[src/rtl/phase_seq_pkg.sv]
// Shared types and helpers for the phase sequencer: FSM states, phase width,
// direction encodings and the modulo-4 phase step.
package phase_seq_pkg;

   localparam int unsigned PHASE_W = 2;

   localparam logic DIR_UP   = 1'b0;
   localparam logic DIR_DOWN = 1'b1;

   typedef enum logic {
      IDLE,
      DWELL
   } state_e;

   function automatic logic [PHASE_W-1:0] next_phase(input logic [PHASE_W-1:0] phase,
                                                     input logic               dir);
      return (dir == DIR_DOWN) ? phase - PHASE_W'(1) : phase + PHASE_W'(1);
   endfunction

endpackage

[src/rtl/dwell_timer.sv]
// Dwell down-counter: load takes priority over decrement; clear wins over both.
module dwell_timer #(
   parameter int unsigned DWELL_W = 4
) (
   input  logic               clk,
   input  logic               rst,
   input  logic               load_i,
   input  logic               dec_i,
   input  logic               clr_i,
   input  logic [DWELL_W-1:0] load_val_i,
   output logic               zero_o
);

   logic [DWELL_W-1:0] cnt_q, cnt_d;

   always_comb begin
      cnt_d = cnt_q;
      if (clr_i)
         cnt_d = '0;
      else if (load_i)
         cnt_d = load_val_i;
      else if (dec_i)
         cnt_d = cnt_q - DWELL_W'(1);
   end

   always_ff @(posedge clk) begin
      if (rst)
         cnt_q <= '0;
      else
         cnt_q <= cnt_d;
   end

   assign zero_o = (cnt_q == '0);

endmodule

[src/rtl/phase_sequencer.sv]
// Steps a 2-bit phase {a,b} through 0..3 with a programmable dwell per phase,
// in free-running up/down or single-step mode; emits registered tick/wrap.
module phase_sequencer
   import phase_seq_pkg::*;
#(
   parameter int unsigned DWELL_W = 4
) (
   input  logic               clk,
   input  logic               rst,
   input  logic               en,
   input  logic               dir,
   input  logic               step_mode,
   input  logic               step_req,
   input  logic [DWELL_W-1:0] dwell,
   output logic               a,
   output logic               b,
   output logic               tick,
   output logic               wrap,
   output logic               busy
);

   state_e             state_q, state_d;
   logic [PHASE_W-1:0] phase_q, phase_d;
   logic               tick_q, tick_d;
   logic               wrap_q, wrap_d;
   logic               adv, cnt_load, cnt_dec, cnt_clr, cnt_zero;

   dwell_timer #(
      .DWELL_W(DWELL_W)
   ) u_dwell_timer (
      .clk       (clk),
      .rst       (rst),
      .load_i    (cnt_load),
      .dec_i     (cnt_dec),
      .clr_i     (cnt_clr),
      .load_val_i(dwell),
      .zero_o    (cnt_zero)
   );

   always_ff @(posedge clk) begin
      if (rst) begin
         state_q <= IDLE;
         phase_q <= '0;
         tick_q  <= 1'b0;
         wrap_q  <= 1'b0;
      end else begin
         state_q <= state_d;
         phase_q <= phase_d;
         tick_q  <= tick_d;
         wrap_q  <= wrap_d;
      end
   end

   // Next state plus the advance and counter controls shared with the timer.
   always_comb begin
      state_d  = state_q;
      adv      = 1'b0;
      cnt_load = 1'b0;
      cnt_dec  = 1'b0;
      cnt_clr  = 1'b0;
      unique case (state_q)
         IDLE: begin
            if (step_mode && step_req) begin
               adv = 1'b1;
            end else if (!step_mode && en) begin
               cnt_load = 1'b1;
               state_d  = DWELL;
            end
         end
         DWELL: begin
            if (!en || step_mode) begin
               cnt_clr = 1'b1;
               state_d = IDLE;
            end else if (cnt_zero) begin
               adv      = 1'b1;
               cnt_load = 1'b1;
            end else begin
               cnt_dec = 1'b1;
            end
         end
         default: state_d = IDLE;
      endcase
   end

   always_comb begin
      phase_d = phase_q;
      tick_d  = 1'b0;
      wrap_d  = 1'b0;
      if (adv) begin
         phase_d = next_phase(phase_q, dir);
         tick_d  = 1'b1;
         wrap_d  = (dir == DIR_DOWN) ? (phase_q == '0) : (phase_q == '1);
      end
   end

   assign a    = phase_q[1];
   assign b    = phase_q[0];
   assign tick = tick_q;
   assign wrap = wrap_q;
   assign busy = (state_q == DWELL);

endmodule

[config.mk]
export PLATFORM = sky130hd
export DESIGN_NAME = phase_sequencer
export DESIGN_NICKNAME = d
export VERILOG_FILES = /design/src/rtl/phase_seq_pkg.sv /design/src/rtl/dwell_timer.sv /design/src/rtl/phase_sequencer.sv
export SDC_FILE = /design/constraint.sdc
export NUM_CORES = 1
export LEC_CHECK = 0
export ABC_AREA = 1
export BUFFER_PORTS_ARGS = -buffer_cell sky130_fd_sc_hd__buf_2
export CAP_MARGIN = 20
export CORE_MARGIN = 5
export CORE_UTILIZATION = 35
export CTS_CLUSTER_SIZE = 40
export DETAILED_ROUTE_END_ITERATION = 12
export GPL_TIMING_DRIVEN = 0
export HOLD_SLACK_MARGIN = 0.08
export SLEW_MARGIN = 25
export SYNTH_ARGS = -nofsm -noshare
export SYNTH_HDL_FRONTEND = slang
export SYNTH_SLANG_ARGS = --single-unit
export TNS_END_PERCENT = 30
[constraint.sdc]
create_clock -name clk -period 1.58 [get_ports clk]
set_input_delay 0.316 -clock clk [delete_from_list [all_inputs] [get_ports clk]]
set_output_delay 0.316 -clock clk [all_outputs]
set_load 0.1 [all_outputs]
# After elaboration in Yosys (flattened, before gate mapping)
# Cells that the tools add are included.
# Widths: inputs -> output; s select.
# word_totals
regBits,9
input_bits,10
out_inout_bits,5
wordCells,40
# op_classes
addsub,3
n_eq_ne,1
n_mux,19
bitwise,2
reduce_logical,10
# op_table
operator,count
$mux 1,13
$mux 4,2
$pmux 1 s2,3
$logic_not 4->1,1
$reduce_or 2->1,2
$sub 4x1->4 const B,1
$add 2x1->2 const B,1
$eq 2x2->1 const B,1
$logic_and 1x1->1,2
$logic_not 1->1,2
$logic_not 2->1,1
$mux 2,1
$not 1->1,2
$reduce_bool 2->1,1
$sub 2x1->2 const B,1
$logic_or 1x1->1,1

# Depth between registers and ports, before layout
# Gate-level depths: netlist of the first run.
# logic_depth
ltp_word,6
depth_mapped,10
mapped_depth_nobuf,10

# Cells and area by module
# Synthesis of the first run repeated with hierarchy kept, for this count alone.
# hier_totals
cells_unflattened,69
area_unflattened_um2,476.7
# by_module_without_submodules
module,instances,cells_per_inst,area_per_inst_um2,seq_area_each_um2
phase_sequencer,1,34,240.2,100.1
dwell_timer,1,35,236.5,80.1

# Worst setup path after synthesis of the first run
# Ideal clock, no wire load.
# synth_path
path_type,flip-flop to flip-flop
from,register state_q (netlist: busy)
to,register phase_q[0]
setup_ns,0.166
arrival_time_ns,1.520
required_time_ns,1.414
slack_ns,-0.106
path_stages_with_launch,6
path_buffers,0
period_less_slack_ns,1.686
cell_sequence,dfxtp_1 -> inv_1 -> nand3_1 -> nand2_4 -> o21ai_1 -> a21oi_1
# synth_via
elab_chain_len,2
# synth_lines
element,line_no,source
from (decl),phase_sequencer.sv:22,"state_e state_q, state_d;"
from (signal assigned),phase_sequencer.sv:47,state_q <= state_d;
$not 1->1,n/a,
$pmux 1 s2 (*),phase_sequencer.sv:61,unique case (state_q)
to (signal assigned),phase_sequencer.sv:48,phase_q <= phase_d;
to (decl),phase_sequencer.sv:23,"logic [PHASE_W-1:0] phase_q, phase_d;"
# Every way passes the cells marked *; elsewhere a longest branch is shown, timed or not.
# A chain may end at the register's enable or synchronous reset.

# Worst setup path in the final report of the first run
# layout_path
from,register phase_q[0]
to,output b
# layout_lines
element,line_no,source
to (decl),phase_sequencer.sv:16,"output logic b,"
# No word-level cell between the ends.

==> results of run 1 <==
-- layout make-up --
cell class,instances,area share (%)
inverters,17,10.10
clock buffers,4,4.000
repair buffers,14,10.67
well taps,16,3.048
multi-input cells,48,44.57
flip-flops and latches,9,27.62
-- layer usage --
metal / GRT usage (%) / wire [um] / vias to the layer above
li1: - / - / 270
met5: 0 / 0 / -
met2: 14.38 / 426 / 13
met3: 4.281 / 97 / 2
met1: 11.79 / 467 / 190
met4: 5.381 / 9 / 0
-- path summary, 6_finish.rpt --
check,start,end,slack (ps),cells after the start
setup / recovery,phase_q[0]$_SDFFE_PP0P_,b,160,1
hold / removal,rst,tick$_SDFF_PP0_,260,2
setup reg to reg,u_dwell_timer.cnt_q[0]$_SDFFE_PP0P_,u_dwell_timer.cnt_q[0]$_SDFFE_PP0P_,280,10
hold reg to reg,phase_q[1]$_SDFFE_PP0P_,phase_q[1]$_SDFFE_PP0P_,500,2
-- cell families (layout without fill, tap and decap cells) --
kind of cell | after synthesis | in the layout | share of synthesized area [%]
buffers and inverters | 17 | 35 | 12.30
xor gates and xnor gates | 2 | 2 | 3.249
DFF | 9 | 9 | 33.41
adders and majority gates | 2 | 2 | 4.640
AOI/OAI and AO/OA | 12 | 12 | 12.53
and+or+nand+nor | 32 | 32 | 33.88
-- sequential cells by signal, indices dropped and copies added (netlist names) --
| name | cells |
|---|---|
| busy | 1 |
| phase_q | 2 |
| tick | 1 |
| u_dwell_timer.cnt_q | 4 |
| wrap | 1 |
-- stage by stage --
stage | cells | TNS, ps | utilization (%) | worst slack, ps
after floorplan | 74 | -66.97 | - | -66.97
after global placement | 104 | 0 | 42.35 | 190.0
after detailed placement | 104 | 0 | 42.35 | 165.4
after CTS | 108 | 0 | 44.12 | 144.0
after global routing | 108 | 0 | 44.12 | 101.5
final | 108 | 0 | 44.12 | 160.4
-- cell usage after synthesis --
cell type	instances	area, um^2
a21oi_1	6	30.03
clkinv_1	2	7.510
dfxtp_1	9	180.2
ha_1	2	25.02
inv_1	13	48.80
inv_2	1	3.750
inv_4	1	6.260
nand2_1	16	60.06
nand2_2	1	6.260
nand2_4	2	22.52
nand3_1	6	30.03
nand3_4	1	17.52
nor2_1	4	15.01
nor2_4	1	11.26
nor2_8	1	20.02
o211ai_1	2	15.01
o21a_1	1	7.510
o21ai_1	3	15.01
xnor2_1	1	8.760
xor2_1	1	8.760
-- cells in the final DEF (no fill, tap or decap), types with 2 or more instances in the layout --
cell      Yosys  routed
nand2_1      16      16
ha_1          2       2
inv_2         1       2
buf_2         0      14
o211ai_1      2       2
clkbuf_4      0       3
o21ai_1       3       3
nand3_1       6       6
dfxtp_1       9       8
nor2_1        4       4
a21oi_1       6       6
inv_1        13      13
nand2_4       2       2
-- repair_timing --
| item | CTS | global route |
|---|---|---|
| hold endpoints to repair | 0 | 0 |
| setup buffers | 0 | 0 |
| setup endpoints to repair | 0 | 1 |
| resized for setup | 0 | 1 |
-- power by group through the flow --
stage | sequential [uW] | clock, uW | combinational [uW]
final | 251 | 175 | 165
after global placement | 256 | 0 | 166
after global routing | 254 | 193 | 184
after floorplan | 307 | 0 | 81.4
after detailed placement | 257 | 0 | 168
after CTS | 251 | 186 | 168
==> summary.md, run 1 <==
| Metric | Value |
|---|---|
| Crit path DAT | 1100 ps |
| Drt pass-1 iters | 4 |
| CP Buf/Inv Count | 1 |
| Via density | about 4.4 |
| CTS Hold Bufs | 0 |
| Initial Util | 36.22% |
| Comb pwr share | 27.9% |
| Core area | approximately 1500 um^2 |
| Worst Tran Pin Value | between 400 and 500 ps |
| I/O pin count | 15 |
| Routed len/inst | between 9 and 10 um |
| Die Height | a little under 50 um |
| Cell variety after synth | 20 |
| Initial DRC Count | 4 |
| Peak Freq | 704.4 MHz |
| CP cell instances | buf_2 |
| Sw Ratio | roughly 35% |
| Layout fillers | 149 |
| Avg Inst Size Synth | between 7 and 8 um^2 |
| Hold Violations, Final | 0 |
| Synth-to-Final Area Change | 21.81% |
| PortBufs | 14 |
| Required time of the worst setup path | ~1300 ps |
| Final Slew Violations | 0 |
| Hold WS | ~260 ps |
| Kind of cell adding the most delay to the critical path | buffers and inverters |
| Global-route wire length before repair | approximately 1900 um |
| Post-synthesis net count | 86 |
| Row cnt | 14 |
| Residual DRC | 0 |
| Final GP Congestion | 0.7444 |
| YS warnings | 0 |
| Cell Area, Placed | approximately 630 um^2 |
| Power Internal | 387.0 uW |
| CTS sink cnt | 9 |
| Max cap viols | 0 |
| Leak | 0.0003352 uW |
| Number of global-route vias before repair | ~490 |
| Synth Cell Area | about 540 um^2 |
| Max H-tree Level | 1 |
| CP startpoint kind | flip-flop |
| Largest net degree at the start of global routing | 10 |
| Status | finished, final reports clean |
| GRT Util Overall | between 9 and 10% |
| RSZ-0062 raised after global routing | false |
| Number of buffers inserted during clock tree synthesis | 3 |
| Power Total | between 500 and 600 uW |
| Synthesized flop and latch total | 9 |
| Critical setup path kind | reg2out |
| Worst path slowest cell | buf_2 |
| Total grt overflow | 0 |
| Share of post-route cells with drive strength above 1 | 29.35% |
| Final setup vio count | 0 |
| Routed vias | ~480 |
| Reg area | between 150 and 200 um^2 |
| Worst Hold Class | in2reg |
| Placed wire-length estimate | 829.3 um |
| Clk pwr share | between 20 and 30% |
| Worst VDD drop | roughly 0.40 mV |
| CTS tree | done |
| Rel. slew slack | about two thirds |
| Design Area, Final | 656.9 um^2 |
| Chip Width | 49.25 um |
| Mapped Cells | 74 |
| Skew final | slightly above 0.9 ps |
| Worst-skew pair later-pin latency | about 250 ps |
| Sw Pwr | 205.0 uW |
| Root Driver | clkbuf_4 |
| Clock-pin slew on the worst setup and hold paths | around 60 ps |
| Crit end category | output port |
| Clock Path Buffers | 2 |
| Drt total wl | roughly 1000 um |
| Final period util | roughly 90% |
| Die area | approximately 2400 um^2 |
| # diodes | 0 |
| Nets | around 110 |
| CP Max Fanout | 5 |
| Pwr dens | approximately 900 nW/um^2 |
| Antenna Nets Post-Route | 0 |
| Multi-input logic area | between 200 and 300 um^2 |
| Seq/Total Area, Yosys | 33.41% |
| Antenna violations before repair | 0 |
| Minimum clock period | about 1400 ps |
| CP peak stage delay | between 400 and 500 ps |
| Reg power frac | approximately 43% |
No activity file was read; power rests on OpenSTA's default activity.
==> inputs of run 2 (changes only) <==
--- a/config.mk
+++ b/config.mk
@@ -9,7 +9,7 @@
 export BUFFER_PORTS_ARGS = -buffer_cell sky130_fd_sc_hd__buf_2
 export CAP_MARGIN = 20
 export CORE_MARGIN = 5
-export CORE_UTILIZATION = 35
+export CORE_UTILIZATION = 30
 export CTS_CLUSTER_SIZE = 40
 export DETAILED_ROUTE_END_ITERATION = 12
 export GPL_TIMING_DRIVEN = 0
==> run 2 against run 1 <==
Effect of this change: final cell count increased by 8.3%; critical path depth unchanged; register-to-register slack got worse by 90 ps; clock skew increased by 3.3 ps; sequential share of layout area decreased by 0.47 points; design area increased by 1.7%; first-iteration DRC count decreased by 75%; global-route usage decreased by 1.1 points; largest power group unchanged; non-clock buffer count unchanged; power about the same; highest routed layer unchanged.
==> summary.md, run 2 (synthesis results as in run 1) <==
| Metric | Value |
|---|---|
| CTS sink cnt | 9 |
| Antenna Nets Post-Route | 0 |
| Rel. slew slack | between 60% and 70% |
| Global-route wire length before repair | about 1800 um |
| # diodes | 0 |
| Largest net degree at the start of global routing | 10 |
| Final setup vio count | 0 |
| Final period util | about 90% |
| Drt pass-1 iters | 2 |
| CTS tree | done |
| Max cap viols | 0 |
| Worst VDD drop | 0.4353 mV |
| Biggest register | u_dwell_timer.cnt_q |
| Root Driver | clkbuf_4 |
| Via density | 4.137 |
| CP Buf/Inv Count | 1 |
| Design Area, Final | 668.1 um^2 |
| Drt total wl | 1021 um |
| Minimum clock period | around 1400 ps |
| Clock-pin slew on the worst setup and hold paths | roughly 60 ps |
| Post-CTS resize count | 0 |
| I/O pin count | 15 |
| Most common cell after layout, fill and taps aside | nand2_1 |
| RSZ-0062 raised after global routing | false |
| Reg area | approximately 180 um^2 |
| Status | finished, final reports clean |
| Die area | 2745 um^2 |
| Final Slew Violations | 0 |
| Total grt overflow | 0 |
| Core area | approximately 1700 um^2 |
| Max H-tree Level | 1 |
| Pwr dens | between 800 and 900 nW/um^2 |
| PortBufs | 14 |
| Postcts setup bufs | 0 |
| CTS Hold Bufs | 0 |
| Layout Cells excl Fill | around 120 |
| Hold WS | ~250 ps |
| Initial DRC Count | 1 |
| CP Max Fanout | 5 |
| Initial Util | a little under a third |
| Chip Width | between 50 and 60 um |
| Multi-input logic area | 292.8 um^2 |
| Worst Hold Class | in2reg |
| CP peak stage delay | 450 ps |
| Most frequent cells in the layout | nand2_1 (16), buf_2 (14), inv_1 (13) |
| Number of global-route vias before repair | between 400 and 500 |
| Required time of the worst setup path | roughly 1300 ps |
| Layout fillers | ~210 |
| Kind of cell adding the most delay to the critical path | buffers and inverters |
| Pre-CTS WS | about 190 ps |
| Leak | 0.0003341 uW |
| Clock Path Buffers | 2 |
| Row cnt | 15 |
| Power Total | 592.1 uW |
| GRT Util Overall | 8.683% |
| Share of post-route cells with drive strength above 1 | roughly 28% |
| Nets | around 110 |
| CP startpoint kind | flip-flop |
| Number of buffers inserted during clock tree synthesis | 3 |
| Cell Area, Placed | roughly 640 um^2 |
| Largest register FFs | 4 |
| Routed vias | 484 |
| Placed insts | 113 |
| Worst setup margin | approximately 160 ps |
| Routed len/inst | ~8.7 um |
| Skew final | ~4.2 ps |
| Antenna violations before repair | 0 |
| Worst path slowest cell | buf_2 |
| Crit path DAT | 1100 ps |
| Peak Freq | roughly 710 MHz |
| Worst Tran Pin Value | 491.4 ps |
| Residual DRC | 0 |
| Critical setup path kind | reg2out |
| Synth-to-Final Area Change | 23.90% |
| Hold Violations, Final | 0 |
| Crit end category | output port |
| Worst-skew pair later-pin latency | between 200 and 300 ps |
| Placed wire-length estimate | roughly 850 um |
| Die Height | 52.40 um |
| Biggest regs | u_dwell_timer.cnt_q: 4 flops, phase_q: 2 flops |
| CP cell instances | buf_2 |
| Final GP Congestion | about 0.80 |
## run 2: changes by cell type in the layout (fill, tap and decap cells not counted)
cell	before	now
clkinv_1	1	2
inv_2	2	1
## run 2: per-stage QoR
stage	utilization (%)	TNS [ps]
final	38.70	0
after global routing	38.70	0
after CTS	38.70	0
after detailed placement	37.17	0
after global placement	37.17	0
after floorplan	-	-66.97
## run 2: routing by layer
metal | wire, um | global-route usage [%] | vias to the layer above
met1 | 454 | 9.983 | 203
met4 | 9 | 5.106 | 0
met3 | 86 | 2.564 | 2
met2 | 471 | 14.05 | 13
met5 | 0 | 0 | -
li1 | - | - | 266
## run 2: layout make-up
class	instances	share of cell area (%)
Clock buffer	4	3.933
Tap cell	25	4.682
Inverter	17	9.925
Multi-Input combinational cell	48	43.82
Sequential cell	9	27.15
Timing Repair Buffer	14	10.49
## run 2: path summary, 6_finish.rpt
| path | from | end | slack (ps) | cells after the start |
|---|---|---|---|---|
| max | phase_q[0]$_SDFFE_PP0P_ | b | 160 | 1 |
| min | rst | tick$_SDFF_PP0_ | 250 | 2 |
| max reg2reg | u_dwell_timer.cnt_q[0]$_SDFFE_PP0P_ | u_dwell_timer.cnt_q[0]$_SDFFE_PP0P_ | 190 | 10 |
| min reg2reg | phase_q[1]$_SDFFE_PP0P_ | phase_q[1]$_SDFFE_PP0P_ | 490 | 2 |
## run 2: power by group
part           switching, uW  internal, uW  leakage, uW  total [uW]
logic                    117          48.5     0.000245         166
registers               10.1           241    0.0000742         251
clock network           78.0          97.2    0.0000150         175
==> inputs of run 3 (changes only) <==
--- a/config.mk
+++ b/config.mk
@@ -10,10 +10,12 @@
 export CAP_MARGIN = 20
 export CORE_MARGIN = 5
 export CORE_UTILIZATION = 30
+export CTS_BUF_LIST = sky130_fd_sc_hd__clkbuf_2 sky130_fd_sc_hd__clkbuf_4 sky130_fd_sc_hd__clkbuf_8
 export CTS_CLUSTER_SIZE = 40
 export DETAILED_ROUTE_END_ITERATION = 12
 export GPL_TIMING_DRIVEN = 0
 export HOLD_SLACK_MARGIN = 0.08
+export PLACE_DENSITY = 0.59
 export SLEW_MARGIN = 25
 export SYNTH_ARGS = -nofsm -noshare
 export SYNTH_HDL_FRONTEND = slang
==> run 3 against run 2 <==
Effect of this change: worst setup slack improved by 10 ps; global-route usage fell by 0.14 points; power rose by 3.1%; die area did not move; flip-flop and latch count did not move; largest cell class unchanged; highest routed layer unchanged.
==> summary.md, run 3 (synthesis results as in run 1) <==
| Metric | Value |
|---|---|
| Power Total | between 600 and 700 uW |
| Most frequent cells in the layout | nand2_1 (16), buf_2 (14), inv_1 (13) |
| Clock-pin slew on the worst setup and hold paths | around 60 ps |
| I/O pin count | 15 |
| Crit end category | output port |
| Minimum clock period | around 1400 ps |
| Routed vias | between 400 and 500 |
| Row cnt | 15 |
| Die area | between 2000 and 3000 um^2 |
| Most common cell after layout, fill and taps aside | nand2_1 |
| Placed insts | approximately 110 |
| Root Driver | clkbuf_4 |
| Status | finished, final reports clean |
| Pwr dens | approximately 910 nW/um^2 |
| Total Neg Setup Slack | 0 ps |
| CTS tree | done |
| Layout Cells excl Fill | around 120 |
| CP startpoint kind | flip-flop |
| CTS Hold Bufs | 0 |
| Layout fillers | 197 |
| Share of post-route cells with drive strength above 1 | 30.43% |
| Biggest regs | u_dwell_timer.cnt_q: 4 flops, phase_q: 2 flops |
| Die Height | 52.40 um |
| Peak Freq | between 700 and 800 MHz |
| Rel. slew slack | about two thirds |
| Synth-to-Final Area Change | 24.59% |
| Final period util | 89.13% |
| Largest register FFs | 4 |
| Biggest register | u_dwell_timer.cnt_q |
| Max H-tree Level | 1 |
| Placed wire-length estimate | around 800 um |
| Initial DRC Count | 7 |
| Core area | between 1500 and 2000 um^2 |
| Postcts setup bufs | 0 |
| Drt total wl | about 1000 um |
| Multi-input logic area | roughly 290 um^2 |
| GRT Util Overall | around 8.5% |
| Antenna Nets Post-Route | 0 |
| Reg area | 181.4 um^2 |
| Total grt overflow | 0 |
| Nets | ~110 |
| Worst VDD drop | approximately 0.41 mV |
| RSZ-0062 raised after global routing | false |
| # diodes | 0 |
| Critical setup path kind | reg2out |
| Via density | approximately 4.1 |
| Final GP Congestion | 0.7399 |
| Worst Hold Class | in2reg |
| Final setup vio count | 0 |
| Chip Width | 52.40 um |
| PortBufs | 14 |
| Max cap viols | 0 |
| Skew final | around 0.86 ps |
| Final Slew Violations | 0 |
| Hold WS | between 200 and 300 ps |
| Initial Util | between 30% and 40% |
| Leak | ~0.00034 uW |
| Number of global-route vias before repair | about 400 |
| Residual DRC | 0 |
| Number of buffers inserted during clock tree synthesis | 3 |
| Clock Path Buffers | 2 |
| Routed len/inst | 8.752 um |
| Crit path DAT | between 1000 and 1500 ps |
| CP Max Fanout | 5 |
| Antenna violations before repair | 0 |
| Global-route wire length before repair | around 1600 um |
| Worst-skew pair later-pin latency | 250 ps |
| Required time of the worst setup path | 1260 ps |
| CP cell instances | buf_2 |
| Worst path slowest cell | buf_2 |
| Hold Violations, Final | 0 |
| Kind of cell adding the most delay to the critical path | buffers and inverters |
| Drt pass-1 iters | 4 |
| Largest net degree at the start of global routing | 10 |
| Worst Tran Pin Value | between 400 and 500 ps |
| CTS sink cnt | 9 |
| CP Buf/Inv Count | 1 |
| CP peak stage delay | 450 ps |
run 3: cell count changes in the layout (fill, tap and decap cells not counted):
cell,previous run,this run
clkbuf_1,1,0
clkbuf_4,3,4
clkinv_1,2,1
inv_2,1,2
run 3: repair_timing:
item                                   4_1_cts  5_1_grt
endpoints found under the hold margin        0        0
gates resized for setup                      0        1
setup endpoints to repair                    0        1
run 3: worst paths after layout:
kind | start | to | slack, ps | cells after the start
worst max-delay path | phase_q[0]$_SDFFE_PP0P_ | b | 170 | 1
worst max register to register | u_dwell_timer.cnt_q[0]$_SDFFE_PP0P_ | u_dwell_timer.cnt_q[1]$_SDFFE_PP0P_ | 270 | 10
worst min-delay path | rst | tick$_SDFF_PP0_ | 250 | 2
worst min register to register | phase_q[1]$_SDFFE_PP0P_ | phase_q[1]$_SDFFE_PP0P_ | 500 | 2
run 3: per-stage QoR:
step | setup WS, ps | util [%] | cell area [um^2]
6_report | 171.8 | 38.91 | 671.9
4_1_cts | 150.0 | 38.91 | 671.9
2_1_floorplan | -66.97 | - | 540.5
3_5_place_dp | 168.8 | 37.17 | 641.9
5_1_grt | 116.8 | 38.91 | 671.9
3_3_place_gp | 196.9 | 37.17 | 641.9
run 3: report_power, final:
group	switching [uW]	total [uW]	internal [uW]
logic	117	166	48.9
clock network	78.3	193	114
registers	10.5	252	241
total	206	610	404
run 3: cell type report:
type                    instances  area share (%)
repair buffers                 14           10.43
inverters                      17           9.870
clock buffers                   4           4.469
multi-input cells              48           43.58
well taps                      25           4.655
flip-flops and latches          9           27.00
run 3: routing by layer:
| layer | GRT usage, % | share of wire (%) | up-vias |
|---|---|---|---|
| met2 | 10.33 | 38 | 15 |
| li1 | - | - | 264 |
| met4 | 6.383 | 1.1 | 0 |
| met1 | 11.79 | 51 | 197 |
| met3 | 3.134 | 9.0 | 2 |
| met5 | 0 | 0 | - |
